`src/rtl/ex_alu_ctrl_if.sv`:
```
// ID/EX control bundle between the pipeline and the EX ALU control block.
// The master side is the pipeline; the slave side is ex_alu_ctrl_pipe.
interface ex_alu_ctrl_if #(
  parameter int OP_W = 4
);
  logic [31:0]     id_ins;
  logic            stall;
  logic            flush;
  logic [OP_W-1:0] alu_op;
  logic            alu_type;
  logic            illegal;
  logic            md_start;
  logic            md_is_div;
  logic            md_busy;
  logic            stall_req;

  modport master (
    output id_ins, stall, flush,
    input  alu_op, alu_type, illegal, md_start, md_is_div, md_busy, stall_req
  );

  modport slave (
    input  id_ins, stall, flush,
    output alu_op, alu_type, illegal, md_start, md_is_div, md_busy, stall_req
  );
endinterface

```
`src/rtl/ex_alu_ctrl_pipe.sv`:
```
// EX-stage ALU control: decodes the ID instruction into a registered ALU op,
// and tracks the multi-cycle mult/div unit so dependent HI/LO reads stall ID.
module ex_alu_ctrl_pipe #(
  parameter int OP_W        = 4,
  parameter int MULT_CYCLES = 5,
  parameter int DIV_CYCLES  = 10,
  parameter int CNT_W       = 4
) (
  input  logic         clk,
  input  logic         reset_n,
  ex_alu_ctrl_if.slave bus
);

  localparam logic [OP_W-1:0] OP_ADD  = OP_W'(3'd0);
  localparam logic [OP_W-1:0] OP_SUB  = OP_W'(3'd1);
  localparam logic [OP_W-1:0] OP_OR   = OP_W'(3'd2);
  localparam logic [OP_W-1:0] OP_LUI  = OP_W'(3'd3);
  localparam logic [OP_W-1:0] OP_AND  = OP_W'(3'd4);
  localparam logic [OP_W-1:0] OP_SLT  = OP_W'(3'd5);
  localparam logic [OP_W-1:0] OP_SLTU = OP_W'(3'd6);
  localparam logic [OP_W-1:0] OP_SLL  = OP_W'(3'd7);

  typedef struct packed {
    logic [OP_W-1:0] op;
    logic            ty;
    logic            ill;
  } ex_ctrl_t;

  ex_ctrl_t         dec, ex_q;
  logic [5:0]       opc, fn;
  logic             id_md, id_div, id_hilo, md_load;
  logic             md_start_q, md_is_div_q;
  logic [CNT_W-1:0] cnt_q;

  assign opc     = bus.id_ins[31:26];
  assign fn      = bus.id_ins[5:0];
  // funct 0x18..0x1B: mult, multu, div, divu; bit 1 selects the divides
  assign id_md   = (opc == 6'h00) && (fn[5:2] == 4'b0110);
  assign id_div  = id_md && fn[1];
  assign id_hilo = (opc == 6'h00) && ((fn == 6'h10) || (fn == 6'h12));
  assign md_load = !bus.flush && !bus.stall && id_md;

  always_comb begin
    dec = '0;
    // all-zero word is the canonical NOP, not sll
    if (bus.id_ins != 32'h0) begin
      if (opc == 6'h00) begin
        case (fn)
          6'h21:   dec.op = OP_ADD;
          6'h23:   dec.op = OP_SUB;
          6'h24:   dec.op = OP_AND;
          6'h25:   dec.op = OP_OR;
          6'h2A:   dec.op = OP_SLT;
          6'h2B:   dec.op = OP_SLTU;
          6'h00:   dec.op = OP_SLL;
          6'h10, 6'h12, 6'h18, 6'h19, 6'h1A, 6'h1B: dec.op = OP_ADD;
          default: dec.ill = 1'b1;
        endcase
      end else begin
        dec.ty = 1'b1;
        case (opc)
          6'h0D:               dec.op = OP_OR;
          6'h0F:               dec.op = OP_LUI;
          6'h23, 6'h2B, 6'h09: dec.op = OP_ADD;
          6'h0C:               dec.op = OP_AND;
          default: begin
            dec.ty  = 1'b0;
            dec.ill = 1'b1;
          end
        endcase
      end
    end
  end

  always_ff @(posedge clk) begin
    if (!reset_n) begin
      ex_q        <= '0;
      md_start_q  <= 1'b0;
      md_is_div_q <= 1'b0;
      cnt_q       <= '0;
    end else begin
      if (bus.flush) begin
        ex_q       <= '0;
        md_start_q <= 1'b0;
      end else if (bus.stall) begin
        md_start_q <= 1'b0;
      end else begin
        ex_q       <= dec;
        md_start_q <= id_md;
      end
      // a flush never cancels an in-flight op; the unit keeps counting down
      if (md_load) begin
        cnt_q       <= id_div ? CNT_W'(DIV_CYCLES) : CNT_W'(MULT_CYCLES);
        md_is_div_q <= id_div;
      end else if (cnt_q != '0) begin
        cnt_q <= cnt_q - CNT_W'(1);
      end
    end
  end

  assign bus.alu_op    = ex_q.op;
  assign bus.alu_type  = ex_q.ty;
  assign bus.illegal   = ex_q.ill;
  assign bus.md_start  = md_start_q;
  assign bus.md_is_div = md_is_div_q;
  assign bus.md_busy   = (cnt_q != '0);
  assign bus.stall_req = (bus.md_busy | md_start_q) & (id_md | id_hilo);

endmodule

```
`src/flat_wrapper.sv`:
```
// flat-port wrapper written by rule: the top's interface ports become plain ports
module ex_alu_ctrl_pipe_flat 
#(
  parameter int OP_W        = 4,
  parameter int MULT_CYCLES = 5,
  parameter int DIV_CYCLES  = 10,
  parameter int CNT_W       = 4
)
  (clk, reset_n, bus_id_ins, bus_stall, bus_flush, bus_alu_op, bus_alu_type, bus_illegal, bus_md_start, bus_md_is_div, bus_md_busy, bus_stall_req);
  ex_alu_ctrl_if #(.OP_W(OP_W)) bus_i ();
  input  logic clk;
  input  logic reset_n;
  input wire logic [$bits(bus_i.id_ins)-1:0] bus_id_ins;
  input wire logic [$bits(bus_i.stall)-1:0] bus_stall;
  input wire logic [$bits(bus_i.flush)-1:0] bus_flush;
  output wire logic [$bits(bus_i.alu_op)-1:0] bus_alu_op;
  output wire logic [$bits(bus_i.alu_type)-1:0] bus_alu_type;
  output wire logic [$bits(bus_i.illegal)-1:0] bus_illegal;
  output wire logic [$bits(bus_i.md_start)-1:0] bus_md_start;
  output wire logic [$bits(bus_i.md_is_div)-1:0] bus_md_is_div;
  output wire logic [$bits(bus_i.md_busy)-1:0] bus_md_busy;
  output wire logic [$bits(bus_i.stall_req)-1:0] bus_stall_req;
  assign bus_i.id_ins = bus_id_ins;
  assign bus_i.stall = bus_stall;
  assign bus_i.flush = bus_flush;
  assign bus_alu_op = bus_i.alu_op;
  assign bus_alu_type = bus_i.alu_type;
  assign bus_illegal = bus_i.illegal;
  assign bus_md_start = bus_i.md_start;
  assign bus_md_is_div = bus_i.md_is_div;
  assign bus_md_busy = bus_i.md_busy;
  assign bus_stall_req = bus_i.stall_req;
  ex_alu_ctrl_pipe #(.OP_W(OP_W), .MULT_CYCLES(MULT_CYCLES), .DIV_CYCLES(DIV_CYCLES), .CNT_W(CNT_W)) u_core (.clk(clk), .reset_n(reset_n), .bus(bus_i));
endmodule
```
`config.mk`:
```
export PLATFORM = sky130hd
export DESIGN_NAME = ex_alu_ctrl_pipe_flat
export DESIGN_NICKNAME = d
export VERILOG_FILES = /design/src/rtl/ex_alu_ctrl_if.sv /design/src/rtl/ex_alu_ctrl_pipe.sv /design/src/flat_wrapper.sv
export SDC_FILE = /design/constraint.sdc
export NUM_CORES = 1
export LEC_CHECK = 0
export BUFFER_PORTS_ARGS = -buffer_cell sky130_fd_sc_hd__buf_2
export CAP_MARGIN = 10
export CORE_MARGIN = 1.5
export CORE_UTILIZATION = 43
export DETAILED_ROUTE_END_ITERATION = 6
export GPL_TIMING_DRIVEN = 0
export PLACE_DENSITY = 0.78
export SLEW_MARGIN = 20
export SYNTH_ARGS = -nofsm -noshare
export SYNTH_HDL_FRONTEND = slang
export SYNTH_SLANG_ARGS = --single-unit
```
`constraint.sdc`:
```
create_clock -name clk -period 4.5 [get_ports clk]
set_clock_uncertainty 0.2 [all_clocks]
set_input_delay 0.9 -clock clk [delete_from_list [all_inputs] [get_ports clk]]
set_output_delay 0.9 -clock clk [all_outputs]
set_load 0.02 [all_outputs]
```
==> flow_metrics.env, run 1 <==
export IMPL_status="finished clean"
export IMPL_grt_overflow_total=0
export IMPL_drc=0
export IMPL_hold_path_startpoint="u_core.bus.alu_type"
export IMPL_arrival_ns=2.25
export IMPL_holdBufCountCts=0
export IMPL_syn2layout_area_growth_pct=32.01
export IMPL_grt_pass1_wl_um=3532
export IMPL_path_class="in -> out"
export IMPL_finalSetupViolCount=0
export IMPL_grt_antenna_before_repair=0
export IMPL_cts_htree_levels=1
export IMPL_synth_area_per_cell_um2=7.200
export IMPL_place_port_buffers=41
export IMPL_drv_slew=0
export IMPL_path_clk_slew_ns=0.07
export IMPL_hpwl_um=1824
export IMPL_finalSetupTns_ns=0
export IMPL_netlist_area_um2=820.8
export IMPL_cts_tree="yes"
export IMPL_cts_buffer_depth=2
export IMPL_ff2ff_setup_slack_ns=2.65
export IMPL_grt_use_total=0.2297
export IMPL_synth_area_leaders="dfxtp_1 27%, nor2_1 6.9%, nor4_1 6.9%"
export IMPL_yosysTopAreaCellShare=0.2683
export IMPL_layout_worst_path_cycle_share=0.7445
export IMPL_r2r_cells=8
export IMPL_grt_pass1_vias=919
export IMPL_chipWidth_um=46.69
export IMPL_path_buf_inv=2
export IMPL_cp_max_fo=4
export IMPL_dr_total_vias=995
export IMPL_hold_depth=2
export IMPL_drt_antenna_violating_nets=0
export IMPL_fin_crit_ns=3.350
export IMPL_postCtsSetupBuffers=0
export IMPL_fin_ws_ns=1.150
export IMPL_p_leak_nw=0.4883
export IMPL_holdPathEnd="u_core.bus.alu_type"
export IMPL_post_place_ws_ns=1.158
export IMPL_dr_pass1_iters=4
export IMPL_totalWireLength_um=2204
export IMPL_critPathLaunchType="primary input"
export IMPL_netlist_instances=114
export IMPL_core_area_mm2=0.001764
export IMPL_grt_max_degree=11
export IMPL_io_pins=46
export IMPL_p_per_area_mw_per_mm2=323.8
export IMPL_crit_chain="buf_2, or4_1, nor3_2, nand2_1, nor3_1, buf_2"
export IMPL_reg2reg_to="u_core.cnt_q[1]"
export IMPL_clock_sinks=11
export IMPL_synth_top_area_cell="dfxtp_1"
export IMPL_r2r_start="u_core.cnt_q[0]"
export IMPL_crit_path_end_kind="output port"
export IMPL_rsz0062_at_grt="false"
export IMPL_final_layout_size_suffix_gt1_frac=0.3333
export IMPL_synth_warnings=0
export IMPL_synth_distinct_cells=40
export IMPL_wl_per_cell_um=11.98
export IMPL_clk_latency_ns=0.27
export IMPL_antenna_cells=0
export IMPL_start_util=0.4652
export IMPL_max_freq_mhz=298.5
export IMPL_ys_seq_area_frac=0.2683
export IMPL_crit_family="simple AND/OR/NAND/NOR gates"
export IMPL_die_area_mm2=0.002180
export IMPL_numCtsBuffers=3
export IMPL_fin_util=0.6142
export IMPL_syn_nets=152
export IMPL_cts_root_buf="clkbuf_4"
export IMPL_worstPathRequired_ns=3.40
export IMPL_die_h_um=46.69
export IMPL_vdd_drop_max_mv=0.2662
export IMPL_worstHoldPathType="reg -> reg"
export IMPL_hold_viol=0
export IMPL_path_common_cell="buf_2"
export IMPL_num_rows=15
export IMPL_cts_resized=0
export IMPL_routabilityCongestion=0.8607
export IMPL_ys_ff_latch=11
export IMPL_final_nets=198
export IMPL_drtIter0Drc=24
export IMPL_viasPerCell=5.408
export IMPL_crit_slowest_cell="or4_1"
export IMPL_maxCapViolations=0
export IMPL_max_stage_delay_ns=0.56
## final cells by class
type / count / area, um2
inverters: 8 / 30.03
flip-flops and latches: 11 / 220.2
repair buffers: 41 / 205.2
well taps: 25 / 31.28
multi-input cells: 89 / 538.0
clock buffers: 4 / 26.28
fillers: 195 / 680.7
plain buffers: 6 / 32.53
## metrics by stage
| stage | instances | area (um2) | hold WS [ns] | power [mW] |
|---|---|---|---|---|
| finish | 184 | 1084 | 0.2559 | 0.3508 |
| global route | 184 | 1084 | 0.2902 | 0.3817 |
| CTS | 184 | 1084 | 0.2590 | 0.3546 |
| detailed placement | 180 | 1057 | 0.2486 | 0.2861 |
| global placement | 180 | 1057 | 0.2437 | 0.2797 |
| floorplan | 114 | 820.8 | 0.3359 | 0.2427 |
## layer usage
metal,share of wire,vias up,track usage
met5,0,-,0
met3,0.066,6,0.07451
li1,-,509,-
met1,0.43,448,0.2523
met2,0.49,32,0.4056
met4,0.016,0,0.08889
## worst max path at each step
stage                    from            end  cells past startpoint
6_report       bus_id_ins[31]  bus_stall_req                      6
3_5_place_dp   bus_id_ins[31]  bus_stall_req                      6
4_1_cts        bus_id_ins[31]  bus_stall_req                      6
2_1_floorplan  bus_id_ins[31]  bus_stall_req                      4
5_1_grt        bus_id_ins[31]  bus_stall_req                      6
3_3_place_gp   bus_id_ins[31]  bus_stall_req                      6
## flip-flops by register name (all words and copies together) (netlist names)
register              flops
u_core.bus.alu_op         3
u_core.bus.alu_type       1
u_core.bus.illegal        1
u_core.bus.md_is_div      1
u_core.bus.md_start       1
u_core.cnt_q              4
## cells by family (layout without fill, tap and decap cells)
kind of cell / after synthesis / in the layout / share of synthesized area
other: 1 / 1 / 0.004569
XOR/XNOR: 3 / 3 / 0.03202
AO/OA/AOI/OAI: 23 / 23 / 0.1860
adder cells (fa/ha/maj): 3 / 3 / 0.04268
buffers and inverters: 14 / 59 / 0.07622
flip-flops: 11 / 11 / 0.2683
AND/OR/NAND/NOR: 59 / 59 / 0.3902
## where the power goes
group / internal [mW] / switching, mW
registers: 0.111 / 0.00908
clock network: 0.0344 / 0.0325
logic: 0.0783 / 0.0852
total: 0.224 / 0.127
## layout by cell type (no fill, tap or decap), types with 2 or more instances in the layout
master    instances
nor3b_1           2
dfxtp_1          11
nor2_1           15
xnor2_1           3
and3_1            2
nand3_1           3
nand4_1           3
clkbuf_4          3
nor3_1            5
ha_1              2
nand2_1          10
buf_4             2
nor4_1            9
buf_2            43
clkbuf_1          3
o21ai_0           2
inv_1             8
a21oi_1           8
o22ai_1           3
## cell usage after synthesis
cell,count
clkbuf_1,2
or4_1,1
and4b_1,1
a31oi_1,1
nor2_1,15
maj3_1,1
a32oi_1,1
buf_2,2
or2_2,1
o22ai_2,1
dfxtp_1,11
or4b_4,1
inv_1,8
or3b_2,1
o22ai_1,3
o21a_1,1
nand3_1,3
o32ai_1,1
a311oi_1,1
nand2_1,10
nor3_2,1
nor4_1,9
conb_1,1
nor3_1,5
ha_1,2
a21oi_1,8
nor2b_1,1
o21ai_0,2
or3_1,1
o22a_1,1
and3_1,2
xnor2_1,3
nor3b_1,2
and4_1,1
nand2b_1,1
buf_4,2
o211ai_1,1
a22oi_1,1
a211oi_1,1
nand4_1,3
## worst reg2reg max path: cells and delay by family, from the launching register on
kind / cells / cell delay [ns]
simple gates: 3 / 0.60
flops: 1 / 0.32
buf+inv: 2 / 0.29
compound gates: 2 / 0.18
fa+ha+maj: 1 / 0.15
Power figures use the tool's default switching activity.
==> run 2: changes to the inputs <==
--- a/config.mk
+++ b/config.mk
@@ -8,10 +8,10 @@
 export BUFFER_PORTS_ARGS = -buffer_cell sky130_fd_sc_hd__buf_2
 export CAP_MARGIN = 10
 export CORE_MARGIN = 1.5
-export CORE_UTILIZATION = 43
+export CORE_UTILIZATION = 39
 export DETAILED_ROUTE_END_ITERATION = 6
 export GPL_TIMING_DRIVEN = 0
-export PLACE_DENSITY = 0.78
+export PLACE_DENSITY = 0.75
 export SLEW_MARGIN = 20
 export SYNTH_ARGS = -nofsm -noshare
 export SYNTH_HDL_FRONTEND = slang
==> constraint.sdc (replaced) <==
create_clock -name clk -period 2.81 [get_ports clk]
set_clock_uncertainty 0.2 [all_clocks]
set_input_delay 0.562 -clock clk [delete_from_list [all_inputs] [get_ports clk]]
set_output_delay 0.562 -clock clk [all_outputs]
set_load 0.02 [all_outputs]
==> flow_metrics.env, run 2 (same netlist as run 1, synthesis figures left out) <==
export IMPL_clk_latency_ns=0.27
export IMPL_num_rows=16
export IMPL_path_buf_inv=2
export IMPL_grt_max_degree=11
export IMPL_drv_slew=0
export IMPL_multi_input_area_um2=538.0
export IMPL_max_freq_mhz=373.8
export IMPL_r2r_cells=8
export IMPL_worstHoldPathType="reg -> reg"
export IMPL_place_port_buffers=41
export IMPL_n_fill_cell=203
export IMPL_hold_depth=2
export IMPL_cts_tree="yes"
export IMPL_largest_register_ffs=4
export IMPL_grt_pass1_vias=903
export IMPL_crit_path_end_kind="output port"
export IMPL_max_slew_margin=0.6706
export IMPL_numCtsBuffers=3
export IMPL_path_class="in -> out"
export IMPL_layout_worst_path_cycle_share=0.9521
export IMPL_status="finished clean"
export IMPL_cts_buffer_depth=2
export IMPL_crit_family="simple AND/OR/NAND/NOR gates"
export IMPL_fin_crit_ns=2.676
export IMPL_holdBufCountCts=0
export IMPL_final_cell_mix="43 x buf_2, 15 x nor2_1, 11 x dfxtp_1"
export IMPL_die_h_um=48.88
export IMPL_io_pins=46
export IMPL_postCtsSetupBuffers=0
export IMPL_cts_htree_levels=1
export IMPL_cp_depth=6
export IMPL_dr_total_vias=972
export IMPL_grt_pass1_wl_um=3553
export IMPL_chipWidth_um=48.88
export IMPL_worstPathRequired_ns=2.05
export IMPL_finalSetupTns_ns=0
export IMPL_drt_antenna_violating_nets=0
export IMPL_final_common_cell="buf_2"
export IMPL_grt_use_total=0.1823
export IMPL_hold_viol=0
export IMPL_seqCellArea_um2=220.2
export IMPL_power_mw=0.5594
export IMPL_cts_resized=0
export IMPL_finalSetupViolCount=0
export IMPL_cts_root_buf="clkbuf_4"
export IMPL_final_nets=198
export IMPL_die_area_mm2=0.002389
export IMPL_path_clk_slew_ns=0.07
export IMPL_rsz0062_at_grt="false"
export IMPL_final_layout_size_suffix_gt1_frac=0.3333
export IMPL_maxCapViolations=0
export IMPL_critPathLaunchType="primary input"
export IMPL_drtIter0Drc=24
export IMPL_grt_antenna_before_repair=0
export IMPL_max_stage_delay_ns=0.57
export IMPL_routabilityCongestion=0.8262
export IMPL_drc=0
export IMPL_p_leak_nw=0.4883
export IMPL_arrival_ns=1.91
export IMPL_crit_chain="buf_2, or4_1, nor3_2, nand2_1, nor3_1, buf_2"
export IMPL_cp_max_fo=4
export IMPL_worst_pin_slew_ns=0.4896
export IMPL_wl_per_cell_um=11.14
export IMPL_core_area_mm2=0.001962
export IMPL_path_common_cell="buf_2"
export IMPL_hpwl_um=1697
export IMPL_top_register="u_core.cnt_q"
export IMPL_totalWireLength_um=2072
export IMPL_dr_pass1_iters=4
export IMPL_vdd_drop_max_mv=0.5671
export IMPL_crit_slowest_cell="or4_1"
export IMPL_grt_overflow_total=0
export IMPL_clock_sinks=11
export IMPL_start_util=0.4184
export IMPL_p_per_area_mw_per_mm2=515.1
export IMPL_antenna_cells=0
export IMPL_viasPerCell=5.226
export IMPL_syn2layout_area_growth_pct=32.32
-- run 2: cell counts in the layout (fill, tap and decap cells not counted) --
Identical to the previous run, type by type.
-- run 2: path summary, 6_finish.rpt --
check                   endpoint  slack (ns)                 from
max                bus_stall_req        0.13       bus_id_ins[31]
min          u_core.bus.alu_type        0.27  u_core.bus.alu_type
max reg2reg      u_core.cnt_q[1]        0.98      u_core.cnt_q[0]
min reg2reg  u_core.bus.alu_type        0.27  u_core.bus.alu_type
-- run 2: worst min-delay path: cells and delay by family, from the launching register on --
kind,cells,cell delay (ns)
DFF,1,0.31
and+or+nand+nor,1,0.06
AOI/OAI and AO/OA,1,0.05
-- run 2: where the power goes --
part / leakage, nW / total, mW / internal (mW) / switching, mW
Combinational: 0.384 / 0.260 / 0.126 / 0.135
Sequential: 0.0897 / 0.192 / 0.178 / 0.0137
Clock: 0.0150 / 0.107 / 0.0549 / 0.0523
Total: 0.488 / 0.559 / 0.359 / 0.200
-- run 2: routing by layer --
layer	vias up	wire, um	track usage
li1	506	-	-
met4	0	12	0.03333
met1	434	951	0.2400
met5	-	0	0
met3	2	112	0.05828
met2	30	996	0.2945
-- run 2: layout make-up --
cell class	instances	share of cell area
Tap cell	27	0.03111
Sequential cell	11	0.2028
Inverter	8	0.02765
Clock buffer	4	0.02419
Buffer	6	0.02995
Timing Repair Buffer	41	0.1889
Multi-Input combinational cell	89	0.4954
-- run 2: per-stage QoR --
stage               instances  hold slack (ns)    util  worst slack (ns)  instance area (um2)
floorplan                 114           0.3359       -            0.2052                820.8
global placement          182           0.2443  0.5402            0.1529                 1060
detailed placement        182           0.2675  0.5402            0.1500                 1060
CTS                       186           0.2786  0.5536            0.1372                 1086
global route              186           0.3063  0.5536           0.06977                 1086
finish                    186           0.2679  0.5536            0.1345                 1086
